--- src/rtl/display_mode_sequencer_if.sv ---
// Bus bundle for display_mode_sequencer.
//   master : drives run/mask/dwell/image/force controls, observes the matrix drive
//   slave  : the sequencer; consumes controls, drives columns/active_mode/mode_switch
// Parameters must match those of the sequencer instance the bundle connects to.
interface display_mode_sequencer_if #(
   parameter int unsigned ROWS    = 7,
   parameter int unsigned COLS    = 3,
   parameter int unsigned MODES   = 2,
   parameter int unsigned DWELL_W = 16
) ();

   logic                        enable;
   logic [MODES-1:0]            mode_enable;
   logic [DWELL_W-1:0]          dwell_ticks;
   logic [MODES*COLS*ROWS-1:0]  images;
   logic                        force_valid;
   logic [1:0]                  force_mode;
   logic [COLS*ROWS-1:0]        columns;
   logic [1:0]                  active_mode;
   logic                        mode_switch;

   modport master (
      output enable, mode_enable, dwell_ticks, images, force_valid, force_mode,
      input  columns, active_mode, mode_switch
   );

   modport slave (
      input  enable, mode_enable, dwell_ticks, images, force_valid, force_mode,
      output columns, active_mode, mode_switch
   );

endinterface

--- src/rtl/display_mode_sequencer.sv ---
// Cycles an LED matrix through up to four image sources, each shown for a
// programmable dwell time with an optional dark gap between sources.
// Ports:
//   clock        rising-edge clock
//   reset        asynchronous active-high reset
//   bus.enable       run; low returns to IDLE
//   bus.mode_enable  per-source participation mask
//   bus.dwell_ticks  SHOW duration in cycles (0 behaves as 1)
//   bus.images       all source images, mode m col c row r at (m*COLS+c)*ROWS+r
//   bus.force_valid  one-cycle jump request to bus.force_mode
//   bus.columns      registered matrix drive, column c at c*ROWS+:ROWS
//   bus.active_mode  source currently shown (last shown while dark)
//   bus.mode_switch  one-cycle pulse on every SHOW entry
module display_mode_sequencer #(
   parameter int unsigned ROWS         = 7,
   parameter int unsigned COLS         = 3,
   parameter int unsigned MODES        = 2,
   parameter int unsigned DWELL_W      = 16,
   parameter int unsigned BLANK_CYCLES = 2
) (
   input  logic                      clock,
   input  logic                      reset,
   display_mode_sequencer_if.slave   bus
);

   localparam int unsigned PIX_W   = COLS * ROWS;
   localparam int unsigned MODE_W  = 2;
   localparam int unsigned BLANK_W = 8;

   typedef enum logic [1:0] {
      IDLE  = 2'd0,
      SHOW  = 2'd1,
      BLANK = 2'd2
   } state_e;

   state_e               state_q, state_d;
   logic [MODE_W-1:0]    mode_q, mode_d;
   logic [DWELL_W-1:0]   dwell_q, dwell_d;
   logic [BLANK_W-1:0]   blank_q, blank_d;
   logic [PIX_W-1:0]     columns_q, columns_d;
   logic                 switch_q, switch_d;

   // First enabled mode above cur, wrapping; cur itself is the last candidate.
   // MSB of the result flags that any mode was found.
   function automatic logic [MODE_W:0] next_enabled(input logic [MODE_W-1:0] cur,
                                                    input logic [MODES-1:0]  mask);
      logic [MODES-1:0] shifted;
      logic [MODE_W:0]  res;
      int               idx;
      res = '0;
      // Walk offsets from farthest to nearest so the nearest hit wins.
      for (int i = int'(MODES); i >= 1; i--) begin
         idx     = (int'(cur) + i) % int'(MODES);
         shifted = mask >> idx;
         if (shifted[0]) begin
            res = {1'b1, MODE_W'(idx)};
         end
      end
      return res;
   endfunction

   logic [MODES-1:0]    mask;
   logic [MODES-1:0]    force_sel;
   logic [MODES-1:0]    active_sel;
   logic                force_ok;
   logic                active_en;
   logic [DWELL_W-1:0]  limit_m1;
   logic                expired;
   logic [MODE_W:0]     nxt;
   logic [MODE_W:0]     first;
   logic                blank_last;

   // Decoded conditions shared by the next-state logic.
   always_comb begin
      mask       = bus.mode_enable;
      force_sel  = mask >> bus.force_mode;
      active_sel = mask >> mode_q;
      force_ok   = bus.force_valid && (32'(bus.force_mode) < MODES) && force_sel[0];
      active_en  = active_sel[0];
      limit_m1   = (bus.dwell_ticks == '0) ? '0 : bus.dwell_ticks - DWELL_W'(1);
      // >= so a dwell shortened below the running count expires at once
      expired    = (dwell_q >= limit_m1);
      nxt        = next_enabled(mode_q, mask);
      first      = next_enabled(MODE_W'(MODES - 1), mask);
      blank_last = (blank_q == BLANK_W'(BLANK_CYCLES - 1));
   end

   // Next-state and output decode; enable, then force, then per-state rules.
   always_comb begin
      state_d  = state_q;
      mode_d   = mode_q;
      dwell_d  = '0;
      blank_d  = '0;
      switch_d = 1'b0;

      if (!bus.enable) begin
         state_d = IDLE;
      end else if (force_ok) begin
         state_d  = SHOW;
         mode_d   = bus.force_mode;
         switch_d = 1'b1;
      end else begin
         unique case (state_q)
            IDLE: begin
               if (first[MODE_W]) begin
                  state_d  = SHOW;
                  mode_d   = first[MODE_W-1:0];
                  switch_d = 1'b1;
               end
            end
            SHOW: begin
               if (!active_en || (expired && nxt[MODE_W-1:0] != mode_q)) begin
                  if (BLANK_CYCLES == 0) begin
                     // No dark gap: resolve the next mode right away.
                     if (nxt[MODE_W]) begin
                        state_d  = SHOW;
                        mode_d   = nxt[MODE_W-1:0];
                        switch_d = 1'b1;
                     end else begin
                        state_d = IDLE;
                     end
                  end else begin
                     state_d = BLANK;
                  end
               end else if (expired) begin
                  // Sole enabled mode: restart the dwell without a pulse.
                  dwell_d = '0;
               end else begin
                  dwell_d = dwell_q + DWELL_W'(1);
               end
            end
            BLANK: begin
               if (blank_last) begin
                  // Mask is re-read here, so sources may come or go while dark.
                  if (nxt[MODE_W]) begin
                     state_d  = SHOW;
                     mode_d   = nxt[MODE_W-1:0];
                     switch_d = 1'b1;
                  end else begin
                     state_d = IDLE;
                  end
               end else begin
                  state_d = BLANK;
                  blank_d = blank_q + BLANK_W'(1);
               end
            end
            default: begin
               state_d = IDLE;
            end
         endcase
      end

      // Image captured on the edge that lands in SHOW: one cycle of latency.
      columns_d = (state_d == SHOW) ? PIX_W'(bus.images >> (32'(mode_d) * PIX_W)) : '0;
   end

   // State and output registers.
   always_ff @(posedge clock or posedge reset) begin
      if (reset) begin
         state_q   <= IDLE;
         mode_q    <= '0;
         dwell_q   <= '0;
         blank_q   <= '0;
         columns_q <= '0;
         switch_q  <= 1'b0;
      end else begin
         state_q   <= state_d;
         mode_q    <= mode_d;
         dwell_q   <= dwell_d;
         blank_q   <= blank_d;
         columns_q <= columns_d;
         switch_q  <= switch_d;
      end
   end

   assign bus.columns     = columns_q;
   assign bus.active_mode = mode_q;
   assign bus.mode_switch = switch_q;

endmodule

--- src/flat_wrapper.sv ---
// flat-port wrapper written by rule: the top's interface ports become plain ports
module display_mode_sequencer_flat 
#(
   parameter int unsigned ROWS         = 7,
   parameter int unsigned COLS         = 3,
   parameter int unsigned MODES        = 2,
   parameter int unsigned DWELL_W      = 16,
   parameter int unsigned BLANK_CYCLES = 2
)
  (clock, reset, bus_enable, bus_mode_enable, bus_dwell_ticks, bus_images, bus_force_valid, bus_force_mode, bus_columns, bus_active_mode, bus_mode_switch);
  display_mode_sequencer_if #(.ROWS(ROWS), .COLS(COLS), .MODES(MODES), .DWELL_W(DWELL_W)) bus_i ();
  input  logic clock;
  input  logic reset;
  input wire logic [$bits(bus_i.enable)-1:0] bus_enable;
  input wire logic [$bits(bus_i.mode_enable)-1:0] bus_mode_enable;
  input wire logic [$bits(bus_i.dwell_ticks)-1:0] bus_dwell_ticks;
  input wire logic [$bits(bus_i.images)-1:0] bus_images;
  input wire logic [$bits(bus_i.force_valid)-1:0] bus_force_valid;
  input wire logic [$bits(bus_i.force_mode)-1:0] bus_force_mode;
  output wire logic [$bits(bus_i.columns)-1:0] bus_columns;
  output wire logic [$bits(bus_i.active_mode)-1:0] bus_active_mode;
  output wire logic [$bits(bus_i.mode_switch)-1:0] bus_mode_switch;
  assign bus_i.enable = bus_enable;
  assign bus_i.mode_enable = bus_mode_enable;
  assign bus_i.dwell_ticks = bus_dwell_ticks;
  assign bus_i.images = bus_images;
  assign bus_i.force_valid = bus_force_valid;
  assign bus_i.force_mode = bus_force_mode;
  assign bus_columns = bus_i.columns;
  assign bus_active_mode = bus_i.active_mode;
  assign bus_mode_switch = bus_i.mode_switch;
  display_mode_sequencer #(.ROWS(ROWS), .COLS(COLS), .MODES(MODES), .DWELL_W(DWELL_W), .BLANK_CYCLES(BLANK_CYCLES)) u_core (.clock(clock), .reset(reset), .bus(bus_i));
endmodule
--- config.mk ---
export PLATFORM = sky130hd
export DESIGN_NAME = display_mode_sequencer_flat
export DESIGN_NICKNAME = d
export VERILOG_FILES = /design/src/rtl/display_mode_sequencer_if.sv /design/src/rtl/display_mode_sequencer.sv /design/src/flat_wrapper.sv
export SDC_FILE = /design/constraint.sdc
export NUM_CORES = 1
export LEC_CHECK = 0
export CORE_MARGIN = 5
export CORE_UTILIZATION = 53
export DETAILED_ROUTE_END_ITERATION = 16
export PLACE_DENSITY = 0.87
export SLEW_MARGIN = 20
export SYNTH_ARGS = -nofsm -noshare
export SYNTH_HDL_FRONTEND = slang
export SYNTH_SLANG_ARGS = --single-unit
export TNS_END_PERCENT = 5
--- constraint.sdc ---
create_clock -name clock -period 6.37 [get_ports clock]
set_input_delay 1.274 -clock clock [delete_from_list [all_inputs] [get_ports clock]]
set_output_delay 1.274 -clock clock [all_outputs]
set_load 0.005 [all_outputs]
==> results.toml, run 1 <==
[synthesis]
synth_flop_cell = "dfrtp_1"
avgSynthCellArea_um2 = 9.12
syn_inst = 359
synth.largest_area_cell = "dfrtp_1"
yosysUniqueCellTypes = 51
ys_ff_latch = 50
synth_edf_count = 0
synth_area_um2 = 3270
synth_nets = 446
async_flop_share_pct = 100
yosys.cell_count.top_type = "dfrtp_1"
ys_seq_area_share_pct = 38.2
yosysWarnings = 0
ys_top_cells_by_count = "50 x dfrtp_1, 38 x nand3_1, 32 x nand2_1, 29 x o21ai_0, 25 x nor2_1"
synthTopCellsByArea = "dfrtp_1 38%, ha_1 8.0%, nand3_1 5.8%"
yosysTopAreaCellShare_pct = 38.2

[timing]
setup_tns_ns = 0
worst_pin_slew_ns = 1.06
fmaxAchievable_ghz = 0.218
rsz0062_at_grt = "no"
worst_slew_margin_rel_pct = 29.5
fin_crit_sh_pct = 71.9
period_minus_slack_ns = 4.58
finalMaxSlewViolations = 0
finalHoldViolCount = 0
skew_ns = 0.0109
finalSetupViolCount = 0

[drt]
drc = 0
drt-initial-drc-count = 141
first_pass_iters = 4
via_per_inst = 5.83
routed_wirelength_mm = 8.27
vias = 3006
avgRoutedWirePerCell_um = 16.0
ant_nets = 0

[finish]
nets = 527
antennaDiodeCount = 0
syn_to_final_growth_pct = 30.9
layout-drive-gt1-share_pct = 6.35
post-route-util_pct = 72.0
layoutNonFillerInstCount = 516

[outcome]
status = "finished clean"

[clock_network]
path_clk_slew_ns = 0.09
cts_tree = "done"
clockBufferDepth = 2
cts_hold_buf = 0
cts_setup_buffers = 0
cts_root_buf = "clkbuf_8"
numCtsBuffers = 5
cts_resized = 0
clk_latency_ns = 0.30
cts.sink_count = 50
cts_max_level = 2

[power]
power_uw = 957
combPwrFrac_pct = 38.3
p_sw_share_pct = 33.0
p_switching_uw = 316
p_seq_share_pct = 40.6
p_per_area_nw_per_um2 = 223
clkPwrFrac_pct = 21.2
p_int_uw = 641
p_leak_nw = 1.80
ir_drop_v = 0.000131

[placed_design]
dp.cells = 508
io_buffers = 89
hpwl_mm = 6.25
globalplace.congestion = 0.910

[floorplanning]
die_h_um = 88.6
start_util_pct = 55.0
die_w_um = 88.6
num_rows = 28
core_area_um2 = 5960
dieArea_um2 = 7850
io_pins = 90

[worst_setup_path]
start_kind = "primary input"
crit_required_ns = 6.58
cp_max_fo = 22
worstSetupEndpointType = "flip-flop"
regToRegSetupSlack_ns = 3.81
crit_arrival_ns = 4.79
crit_type = "in -> reg"

[global_route]
grt_usage_pct = 22.6
grtUsageMet3_pct = 7.45
grt_pass1_wl_mm = 14.0
overflow = 0
grt_start_max_net_pins = 51
use_met1_pct = 28.0
use_met2_pct = 37.8
top_usage_layer = "met2"
grt_pass1_vias = 3064
antenna_found_initial = 0

[run]
maxCapViolCount = 0

[hold_path]
worstHoldPathType = "reg -> reg"
==> power groups by stage <==
stage | combinational, mW | sequential (mW) | clock, mW
after CTS | 0.363 | 0.388 | 0.206
after global routing | 0.403 | 0.393 | 0.217
after detailed placement | 0.362 | 0.392 | 0
after global placement | 0.353 | 0.393 | 0
after floorplan | 0.203 | 0.390 | 0
final | 0.366 | 0.388 | 0.203
==> cell type report <==
| class | instances | area [um^2] |
|---|---|---|
| Inverter | 9 | 35.0 |
| Tap cell | 75 | 93.8 |
| Clock inverter | 1 | 8.76 |
| Clock buffer | 7 | 96.3 |
| Sequential cell | 50 | 1250 |
| Fill cell | 474 | 1670 |
| Timing Repair Buffer | 90 | 898 |
| Multi-Input combinational cell | 284 | 1900 |
==> registers in the layout, summed over array words and instances, names as in the netlist <==
register                count
u_core.bus.mode_switch      1
u_core.bus.active_mode      2
u_core.state_q              2
u_core.bus.columns         21
u_core.blank_q              8
u_core.dwell_q             16
==> placed cells by master (no fill, tap or decap), types with 2 or more instances in the layout <==
cell / netlist / routed
clkdlybuf4s50_1: 0 / 89
dfrtp_1: 50 / 50
nand3_1: 38 / 38
nand2_1: 32 / 32
o21ai_0: 29 / 28
nor2_1: 25 / 25
nor3_1: 22 / 22
ha_1: 21 / 21
a22oi_1: 19 / 19
xor2_1: 16 / 16
xnor2_1: 15 / 15
inv_1: 9 / 8
a21oi_1: 8 / 8
clkbuf_8: 0 / 7
and3_1: 4 / 4
nand2b_1: 4 / 4
nor2b_1: 4 / 4
nand4_1: 3 / 3
nor4_1: 3 / 3
nor3_2: 3 / 3
mux2i_1: 3 / 3
a22oi_2: 2 / 2
or3_1: 2 / 2
nor4_2: 2 / 2
nand3b_1: 2 / 2
a31oi_1: 2 / 2
o21a_1: 2 / 2
a21o_1: 2 / 2
==> path summary, 6_finish.rpt <==
| path | startpoint | endpoint | cells after the start |
|---|---|---|---|
| min | u_core.blank_q[0] | u_core.blank_q[0] | 1 |
| max reg2reg | u_core.blank_q[1] | u_core.bus.columns[3] | 7 |
| max in group asynchronous | reset | u_core.dwell_q[15] | 2 |
| min reg2reg | u_core.blank_q[0] | u_core.blank_q[0] | 1 |
| max | bus_dwell_ticks[3] | u_core.bus.columns[3] | 12 |
| min in group asynchronous | reset | u_core.bus.columns[5] | 2 |
==> per-layer routing <==
metal / share of wire (%) / up-vias
met4: 1.5 / 0
met1: 42 / 1428
met2: 48 / 105
met3: 8.7 / 13
li1: - / 1460
met5: 0 / -
==> critical path, cell delays in order <==
cell	delay, ns
clkdlybuf4s50_1	0.47
nor4_2	0.49
nand2_1	0.15
nor2_1	0.18
nand3_1	0.34
nand2_1	0.18
ha_1	0.27
a21oi_1	0.15
o21ai_0	0.20
nor4b_4	0.42
nand4b_4	0.35
a22oi_1	0.31
==> through the flow <==
| step | hold WS [ns] | worst slack [ns] | instance area (um^2) |
|---|---|---|---|
| after global placement | 0.510 | 1.59 | 4180 |
| after detailed placement | 0.537 | 1.50 | 4180 |
| after floorplan | 0.480 | 2.32 | 3270 |
| after CTS | 0.550 | 1.80 | 4280 |
| after global routing | 0.571 | 1.47 | 4290 |
| final | 0.552 | 1.79 | 4290 |
==> kinds of logic (layout without fill, tap and decap cells) <==
logic type               after synthesis  in the layout  share of synthesized area (%)
AND/OR/NAND/NOR                      156            156                           26.3
AO/OA/AOI/OAI                         73             73                           14.4
flip-flops                            50             50                           38.2
XOR/XNOR                              31             31                           8.29
buffers and inverters                 25            107                           3.82
adder cells (fa/ha/maj)               21             21                           8.02
multiplexers                           3              3                          0.917
No activity file was read; power rests on OpenSTA's default activity.
==> run 2: changes to the inputs <==
- CORE_UTILIZATION: 53 -> 44
- PLACE_DENSITY: 0.87 -> 0.77
- clock period: 6.37 -> 3.9 ns (I/O delays scaled with it)
==> results.toml, run 2 (synthesis results as in run 1) <==
[floorplanning]
num_rows = 31
die_h_um = 96.3
dieArea_um2 = 9270
core_area_um2 = 7250
io_pins = 90
die_w_um = 96.3
start_util_pct = 45.1

[hold_path]
worstHoldStart = "u_core.dwell_q[0]"
worstHoldPathType = "reg -> reg"
hold_depth = 1
hold_path_end = "u_core.dwell_q[0]"

[global_route]
use_met1_pct = 24.5
grt_pass1_vias = 3062
grt_start_max_net_pins = 51
grt_usage_pct = 19.3
antenna_found_initial = 0
grtUsageMet3_pct = 6.41
use_met2_pct = 32.3
top_usage_layer = "met2"
overflow = 0
grt_pass1_wl_mm = 14.3

[finish]
syn_to_final_growth_pct = 44.7
antennaDiodeCount = 0
fill_cells = 599
layout-drive-gt1-share_pct = 15.6
nets = 561
layout_commonest_cell = "clkdlybuf4s50_1"
final_area_um2 = 4740
post-route-util_pct = 65.3
final_cell_mix = "85 x clkdlybuf4s50_1, 50 x dfrtp_1, 37 x nand3_1"
largest_reg_flops = 21

[drt]
vias = 3193
drc = 0
routed_wirelength_mm = 9.47
first_pass_iters = 4
avgRoutedWirePerCell_um = 16.5
ant_nets = 0
via_per_inst = 5.56
drt-initial-drc-count = 127

[timing]
fmaxAchievable_ghz = 0.259
finalMaxSlewViolations = 0
worst_slew_margin_rel_pct = 41.9
period_minus_slack_ns = 3.87
skew_ns = 0.00816
fin_crit_sh_pct = 99.2
worst_pin_slew_ns = 0.871
finalHoldViolCount = 0
finalSetupViolCount = 0

[power]
p_per_area_nw_per_um2 = 356
p_leak_nw = 2.05
power_mw = 1.69
ir_drop_v = 0.000232

[worst_setup_path]
worst-r2r-cell-count = 7
worstSetupEndpointType = "flip-flop"
start_kind = "primary input"
worst_path_largest_cell_delay_ns = 0.60
crit_arrival_ns = 4.05
cp_slowest_cell = "or4b_4"
cp_max_fo = 6
crit_type = "in -> reg"
r2r-end = "u_core.bus.columns[8]"
crit_chain = "clkdlybuf4s50_1 > or4_4 > buf_4 > nor2_2 > nand4_1 > nor3_1 > a21oi_1 > ha_1 > nand4_4 > nor3_4 > or4b_4 > nand4b_4 > buf_6 > nand2_1"
crit_required_ns = 4.08
regToRegSetupSlack_ns = 1.63
r2r_start = "u_core.blank_q[1]"

[placed_design]
place_area_um2 = 4410
hpwl_mm = 6.55
globalplace.congestion = 0.832
io_buffers = 89

[outcome]
status = "finished clean"

[clock_network]
clk_latency_ns = 0.30
path_clk_slew_ns = 0.09
cts.sink_count = 50
numCtsBuffers = 5
clockBufferDepth = 2
cts_max_level = 2
cts_hold_buf = 0
cts_tree = "done"
cts_root_buf = "clkbuf_8"

[run]
maxCapViolCount = 0
## run 2: timing repair
action / 4_1_cts / 5_1_grt
cloned: 0 / 3
pin swaps: 1 / 10
gates resized for setup: 2 / 23
buffers inserted: 0 / 5
endpoints found under the setup margin: 3 / 38
## run 2: critical path: cells and delay by family
| kind | cells | cell delay, ns |
|---|---|---|
| compound gates | 1 | 0.07 |
| fa+ha+maj | 1 | 0.35 |
| buf+inv | 3 | 0.69 |
| simple gates | 9 | 2.14 |
## run 2: through the flow
step                      hold slack, ns  TNS [ns]  setup WS, ns  instances
after global routing               0.544     -2.49       -0.0936        574
after detailed placement           0.517     -9.62        -0.394        558
after CTS                          0.529         0       0.00147        566
after global placement             0.519     -7.18        -0.249        558
final                              0.538         0        0.0320        574
after floorplan                    0.480         0         0.342        359
## run 2: power by group
group	internal (mW)	switching (mW)	leakage (nW)
registers	0.589	0.0433	0.680
logic	0.352	0.343	1.31
clock network	0.189	0.172	0.0579
## run 2: worst max path at each step
| stage | startpoint | to | slack [ns] | cells past startpoint |
|---|---|---|---|---|
| final | bus_dwell_ticks[9] | u_core.state_q[0] | 0.03 | 14 |
| after global routing | bus_dwell_ticks[9] | u_core.dwell_q[8] | -0.09 | 14 |
| after CTS | bus_dwell_ticks[9] | u_core.bus.columns[8] | 0.001 | 12 |
| after detailed placement | bus_dwell_ticks[9] | u_core.bus.columns[8] | -0.39 | 12 |
| after global placement | bus_dwell_ticks[9] | u_core.bus.columns[5] | -0.25 | 12 |
| after floorplan | bus_dwell_ticks[9] | u_core.bus.columns[11] | 0.34 | 12 |
## run 2: cell type report
cell class / instances / area (um^2) / area share, %
multi-input cells: 287 / 2060 / 43.5
flip-flops and latches: 50 / 1250 / 26.4
repair buffers: 121 / 1160 / 24.4
well taps: 99 / 124 / 2.61
clock buffers: 5 / 68.8 / 1.45
clock inverters: 3 / 40.0 / 0.845
inverters: 9 / 35.0 / 0.739
## run 2: metal layers
| metal | share of wire (%) | vias up |
|---|---|---|
| li1 | - | 1530 |
| met1 | 41 | 1532 |
| met2 | 49 | 112 |
| met3 | 7.8 | 19 |
| met4 | 2.1 | 0 |
| met5 | 0 | - |
